[src/rtl/pc_source_unit.sv]
// ============================================================================
// Module   : pc_source_unit
// Purpose  : Next-PC selection, PC register and fault redirect for the
//            multicycle datapath.
// Revision : 1.0 - initial release
// ============================================================================
`default_nettype none

module pc_source_unit #(
  parameter int                DATA_W      = 32,
  parameter int                NUM_SRC     = 6,
  parameter int                SEL_W       = 3,
  parameter logic [DATA_W-1:0] RESET_VEC   = '0,
  parameter logic [DATA_W-1:0] FAULT_VEC   = DATA_W'(32'h0000_00FC),
  parameter int                ALIGN_CHECK = 1,
  parameter int                CNT_W       = 8
) (
  input  logic                      clk,
  input  logic                      reset,
  input  logic [SEL_W-1:0]          sel,
  input  logic [NUM_SRC*DATA_W-1:0] src_data,
  input  logic                      pc_write,
  input  logic                      pc_write_cond,
  input  logic                      branch_taken,
  input  logic                      clear_err,
  output logic [DATA_W-1:0]         pc,
  output logic [DATA_W-1:0]         pc_prev,
  output logic [DATA_W-1:0]         fault_addr,
  output logic                      err_sel,
  output logic                      err_align,
  output logic                      pc_valid,
  output logic [CNT_W-1:0]          upd_cnt
);

  localparam logic c_align_en = (ALIGN_CHECK != 0);

  generate
    if (NUM_SRC < 2 || NUM_SRC > (1 << SEL_W)) begin : g_bad_num_src
      $error("pc_source_unit: NUM_SRC must be in 2..2**SEL_W");
    end
  endgenerate

  typedef enum logic [1:0] {
    S_BOOT  = 2'd0,
    S_RUN   = 2'd1,
    S_FAULT = 2'd2
  } state_t;

  state_t              state_q, state_d;
  logic [DATA_W-1:0]   pc_q, pc_d;
  logic [DATA_W-1:0]   pc_prev_q, pc_prev_d;
  logic [DATA_W-1:0]   fault_addr_q, fault_addr_d;
  logic                err_sel_q, err_sel_d;
  logic                err_align_q, err_align_d;
  logic [CNT_W-1:0]    upd_cnt_q, upd_cnt_d;

  logic                w_upd;
  logic                w_sel_ok;
  logic                w_misaligned;
  logic [DATA_W-1:0]   w_target;

  assign w_upd    = pc_write | (pc_write_cond & branch_taken);
  assign w_sel_ok = ({1'b0, sel} < (SEL_W+1)'(NUM_SRC));

  // Out-of-range selectors never index src_data; they yield zero instead.
  always_comb begin
    w_target = '0;
    for (int k = 0; k < NUM_SRC; k++) begin
      if (sel == SEL_W'(k)) begin
        w_target = src_data[k*DATA_W +: DATA_W];
      end
    end
  end

  assign w_misaligned = c_align_en && (w_target[1:0] != 2'b00);

  always_comb begin
    state_d      = state_q;
    pc_d         = pc_q;
    pc_prev_d    = pc_prev_q;
    fault_addr_d = fault_addr_q;
    err_sel_d    = clear_err ? 1'b0 : err_sel_q;
    err_align_d  = clear_err ? 1'b0 : err_align_q;
    upd_cnt_d    = upd_cnt_q;

    case (state_q)
      S_BOOT: begin
        state_d = S_RUN;
      end
      S_RUN: begin
        if (w_upd) begin
          if (!w_sel_ok) begin
            err_sel_d    = 1'b1;
            fault_addr_d = pc_q;
            state_d      = S_FAULT;
          end else if (w_misaligned) begin
            err_align_d  = 1'b1;
            fault_addr_d = w_target;
            state_d      = S_FAULT;
          end else begin
            pc_d      = w_target;
            pc_prev_d = pc_q;
            upd_cnt_d = upd_cnt_q + 1'b1;
          end
        end
      end
      S_FAULT: begin
        pc_d      = FAULT_VEC;
        pc_prev_d = pc_q;
        upd_cnt_d = upd_cnt_q + 1'b1;
        state_d   = S_RUN;
      end
      default: begin
        state_d = S_BOOT;
      end
    endcase
  end

  always_ff @(posedge clk or negedge reset) begin
    if (!reset) begin
      state_q      <= S_BOOT;
      pc_q         <= RESET_VEC;
      pc_prev_q    <= RESET_VEC;
      fault_addr_q <= '0;
      err_sel_q    <= 1'b0;
      err_align_q  <= 1'b0;
      upd_cnt_q    <= '0;
    end else begin
      state_q      <= state_d;
      pc_q         <= pc_d;
      pc_prev_q    <= pc_prev_d;
      fault_addr_q <= fault_addr_d;
      err_sel_q    <= err_sel_d;
      err_align_q  <= err_align_d;
      upd_cnt_q    <= upd_cnt_d;
    end
  end

  assign pc         = pc_q;
  assign pc_prev    = pc_prev_q;
  assign fault_addr = fault_addr_q;
  assign err_sel    = err_sel_q;
  assign err_align  = err_align_q;
  assign pc_valid   = (state_q == S_RUN);
  assign upd_cnt    = upd_cnt_q;

endmodule

`default_nettype wire
[config.mk]
export PLATFORM = sky130hd
export DESIGN_NAME = pc_source_unit
export DESIGN_NICKNAME = d
export VERILOG_FILES = /design/src/rtl/pc_source_unit.sv
export SDC_FILE = /design/constraint.sdc
export NUM_CORES = 1
export LEC_CHECK = 0
export CAP_MARGIN = 25
export CORE_ASPECT_RATIO = 0.7
export CORE_UTILIZATION = 40
export CTS_BUF_LIST = sky130_fd_sc_hd__clkbuf_16
export CTS_CLUSTER_DIAMETER = 40
export CTS_CLUSTER_SIZE = 8
export DETAILED_ROUTE_END_ITERATION = 6
export GPL_TIMING_DRIVEN = 0
export HOLD_SLACK_MARGIN = 0.03
export PLACE_DENSITY = 0.76
export SETUP_SLACK_MARGIN = 0.02
export SLEW_MARGIN = 20
export SYNTH_ARGS = -nofsm -noshare
export SYNTH_HDL_FRONTEND = slang
export SYNTH_SLANG_ARGS = --single-unit
export TNS_END_PERCENT = 50
[constraint.sdc]
create_clock -name clk -period 4.55 [get_ports clk]
set_clock_uncertainty 0.05 [all_clocks]
set_input_delay 0.91 -clock clk [delete_from_list [all_inputs] [get_ports clk]]
set_output_delay 0.91 -clock clk [all_outputs]
set_load 0.01 [all_outputs]
Word-level counts from Yosys, hierarchy flattened. Index checks and enable logic that the tools add are counted.

Flip-flop bits (word level): 108. Latch bits: 0. Bits in writable memories: 0. ROM bits: 0. Bits of input ports: 201. Output and inout bits: 107. Word-level logic and storage cells: 64. Memories kept: 0.

$add $sub $neg: 1. $mul: 0. Divide/modulo/power cells: 0. Order comparisons: 1. Equal/unequal tests: 12. Shifts and indexed selects: 0. Mux-type cells: 33. Bitwise logic cells: 2. Reductions and logical operators: 8.

Operators by type and width (number): $mux 32 (14); $pmux 32 s2 (2); $mux 8 (3); $pmux 8 s2 (1); $mux 1 (9); $add 8x1->8 const B (1); $eq 3x2->1 const B (2); $eq 3x3->1 const B (2); $mux 2 (3); $ne 2x1->1 const B (3); $pmux 2 s2 (1); $reduce_and 4->1 (1); $reduce_bool 2->1 (2); $eq 3x1->1 const B (1); $logic_not 3->1 (1); $lt 3x3->1 const B (1); $ne 3x2->1 const B (1); $reduce_and 3->1 (1); $eq 2x1->1 const B (1); $eq 2x2->1 const B (1); $logic_not 2->1 (1); $ne 2x2->1 const B (1); $reduce_and 2->1 (1); $reduce_or 2->1 (1); 2 further kinds (2).

Logic depth before layout (Yosys ltp).
Depth in word-level cells: 12. Mapped depth: 10. Gate-level depth less buffers: 6.

Least setup slack after synthesis. OpenSTA, ideal clock, no wires.

Path kind: in2reg. From: in sel[2]. To: reg fault_addr_q[22], in the netlist fault_addr[22]. Library setup time: 0.144 ns. Arrival time: 2.239 ns. Required time: 4.356 ns. Path slack: 2.117 ns. Stages: 7. Path buffers: 2. Path through: buf_2 -> and3b_4 -> a22oi_2 -> o21ai_2 -> o31ai_4 -> buf_6 -> a32oi_1.

Longest elaborated chain between the ends: 10. Elaborated cells between the ends (all ways): 18. Those cells by class: order compare (1); eq/ne (6); mux (8); reduce/logical (3).

Ends and longest elaborated chain: from (decl) (RTL line 20) `input logic [SEL_W-1:0] sel,`; $logic_not 3->1 (RTL line 69) `if (sel == SEL_W'(k)) begin`; $mux 32 (6 in a row) (RTL line 69); $reduce_bool 2->1 (RTL line 75) `assign w_misaligned = c_align_en && (w_target[1:0] != 2'b00);`; $ne 2x1->1 (no line); $reduce_and 3->1 (no line); to (signal assigned) (RTL line 132) `fault_addr_q <= fault_addr_d;`; to (decl) (RTL line 52) `logic [DATA_W-1:0] fault_addr_q, fault_addr_d;`.

Several ways; a longest one is shown, not always the timed one. The select of a mux whose other input is x is not followed. A chain may end at the register's enable or synchronous reset.

Final worst setup path.
From: in sel[0]. To: reg fault_addr_q[30], in the netlist fault_addr[30].

The elaborated chain is that of the path after synthesis.

==> results_dict.tcl <==
set metrics [dict create \
    synth-xor-area-share_pct 0 \
    yosys_warnings 0 \
    layout_commonest_cell "clkdlybuf4s50_1" \
    gp_congestion 0.9342 \
    fmaxAchievable_mhz 302.4 \
    cts_buffers 9 \
    finalMaxSlewViolations 0 \
    dpl.hpwl_um 21970 \
    synthArstFlopShare_pct 100.0 \
    max_slew_margin_pct 55.71 \
    num-fill-cells 1503 \
    synthSimpleGateAreaFrac_pct 13.61 \
    n_antenna_cell 0 \
    finalCriticalPeriod_ns 3.307 \
    via_per_inst 6.054 \
    yosysSeqAreaShare_pct 38.43 \
    vias 7743 \
    worstPathRequired_ns 4.70 \
    hold_buffers 0 \
    period_share_pct 72.69 \
    synth_compound_area_share_pct 25.58 \
    yosysUniqueCellTypes 52 \
    start_util_pct 40.97 \
    synth_top_family_by_area "compound AO/OA/AOI/OAI gates" \
    grt_pass1_wl_um 42750 \
    syn_to_final_growth_pct 51.86 \
    grt_util_all_layers_pct 30.70 \
    die_y_um 112.9 \
    grt_max_degree 75 \
    hold_path.class "input pin to asynchronous set/reset pin" \
    rows 40 \
    ant_nets 0 \
    cts_setup_buffers 0 \
    cp_data_arrival_time_ns 3.45 \
    design_area_sq_um 10680 \
    cp_max_fo 10 \
    nets 1245 \
    vdd.ir_drop.worst_uv 324.2 \
    violations "DRC" \
    grt_pass1_vias 7311 \
    syn-cell-area_sq_um 7033 \
    fin_setup_tns_ns 0 \
    final_core_util_pct 62.22 \
    drt_iter0_drc 1064 \
    boundaryPins 308 \
    max-cap-violations 0 \
    synth_top_flop_cell "dfrtp_1" \
    synth_fp_nets 927 \
    cts_tree "yes" \
    clk_latency_ns 0.35 \
    drive_gt1_share_pct 9.924 \
    cts.sinks 108 \
    synthAdderAreaFrac_pct 0.1779 \
    fin_ws_ns 1.243 \
    tightestPinTransition_ns 0.6644 \
    cp-end-kind "flip-flop" \
    die-area_sq_um 18130 \
    power-per-cell-area_nw_per_um2 500.1 \
    synth_cells 725 \
    placed_area_sq_um 10410 \
    synth_edf_count 0 \
    wl_per_cell_um 22.00 \
    core_sq_um 17170 \
    grt_overflow 0 \
    power.leakage_nw 4.091 \
    dp_slack_ns 0.8607 \
    ys_ff_latch 108 \
    final_cell_mix "clkdlybuf4s50_1, dfrtp_1, nand2_1" \
    setup_viol 0 \
    rsz0062_at_grt "no" \
    finalWirelength_um 28140 \
    drc_errors 35 \
    synth.area.mux_share_pct 14.13 \
    cts-root-buf "clkbuf_16" \
    cts.reportedPaths.clkPinSlew_ns 0.08 \
    ctsResizeCount 0 \
    die_w_um 160.5 \
    antenna_found_initial 0 \
    clk_path_buf_depth 2 \
    dr.pass1.iters 7 \
    h-tree-depth 3 \
    place.port_buffers 306 \
    status "finished with violations" \
    crit_type "input pin to flip-flop" \
    start_kind "input pin" \
    avgSynthCellArea_sq_um 9.701 \
    final_hold_viol_count 0 \
]
-- stage by stage --
stage                     power [W]  std cells  hold WS, ns
final                      0.005341       1279       0.4042
after floorplan            0.003008        725       0.4705
after detailed placement   0.004582       1263       0.4313
after global routing       0.005646       1279       0.4200
after global placement     0.004533       1262       0.4321
after CTS                  0.005330       1279       0.4094
-- cell families after synthesis --
| family | after synthesis |
|---|---|
| DFF | 108 |
| and+or+nand+nor | 175 |
| AOI/OAI and AO/OA | 227 |
| muxes | 94 |
| adders and majority gates | 1 |
| buffers and inverters | 120 |
-- worst max-delay path, cell delays in order --
cell and delay (ns):
clkdlybuf4s50_1 0.66, buf_4 0.25, clkbuf_1 0.44, mux2_2 0.40
a222oi_1 0.60, a32oi_1 0.20
-- path summary, 6_finish.rpt --
path / cells past startpoint / start / slack, ns / end
min reg2reg: 1 / fault_addr[0] / 0.44 / fault_addr[0]
max in group asynchronous: 2 / reset / 3.35 / pc[18]
min: 1 / reset / 0.40 / pc[2]
max: 6 / sel[0] / 1.24 / fault_addr[30]
min in group clk: 1 / fault_addr[0] / 0.44 / fault_addr[0]
max reg2reg: 6 / state_q[1] / 2.15 / fault_addr[25]
-- per-layer routing --
layer,routed length (um),global-route usage [%],share of wire [%],up-vias
met3,2982,7.661,11,31
met2,12710,47.24,45,471
met4,425,6.794,1.5,0
li1,-,-,-,3488
met5,0,0,0,-
met1,12020,43.44,43,3753
-- cell usage after synthesis, types with 3 or more instances --
| cell type | number | share of area, % |
|---|---|---|
| nor2_1 | 8 | 0.43 |
| a21oi_1 | 3 | 0.21 |
| buf_1 | 3 | 0.16 |
| buf_6 | 8 | 1.3 |
| o21a_1 | 8 | 0.85 |
| nor3_1 | 4 | 0.28 |
| clkbuf_1 | 39 | 2.1 |
| buf_2 | 28 | 2.0 |
| o21ai_0 | 30 | 2.1 |
| nand4_1 | 35 | 3.1 |
| a222oi_1 | 29 | 4.1 |
| a31oi_1 | 3 | 0.27 |
| o21ai_2 | 3 | 0.37 |
| a211oi_1 | 6 | 0.64 |
| buf_4 | 6 | 0.64 |
| a32oi_1 | 62 | 7.7 |
| mux2i_1 | 61 | 8.7 |
| nor2b_1 | 3 | 0.27 |
| mux2_2 | 32 | 5.1 |
| nand3b_1 | 31 | 3.3 |
| dfrtp_1 | 108 | 38 |
| o211ai_1 | 66 | 7.0 |
| nand3_1 | 7 | 0.50 |
| inv_1 | 33 | 1.8 |
| nor4_1 | 3 | 0.27 |
| nand2_1 | 68 | 3.6 |
| nand2b_1 | 4 | 0.36 |
-- registers in the layout, indices dropped and copies added (netlist names) --
signal / count
err_align: 1
err_sel: 1
fault_addr: 32
pc: 32
pc_prev: 32
state_q: 2
upd_cnt: 8
-- layout make-up --
cell class	instances	area, sq um	share of cell area, %
inverters	36	135.1	1.265
clock buffers	9	225.2	2.109
multi-input cells	497	3762	35.23
well taps	231	289.0	2.706
flip-flops and latches	108	2703	25.30
clock inverters	7	41.29	0.3866
repair buffers	307	3092	28.95
plain buffers	84	432.9	4.053
-- where the power goes --
| part | internal [W] | switching [W] |
|---|---|---|
| clock | 0.000370 | 0.000368 |
| sequential | 0.00139 | 0.000512 |
| combinational | 0.00140 | 0.00130 |
(Power assumes the default switching activity.)
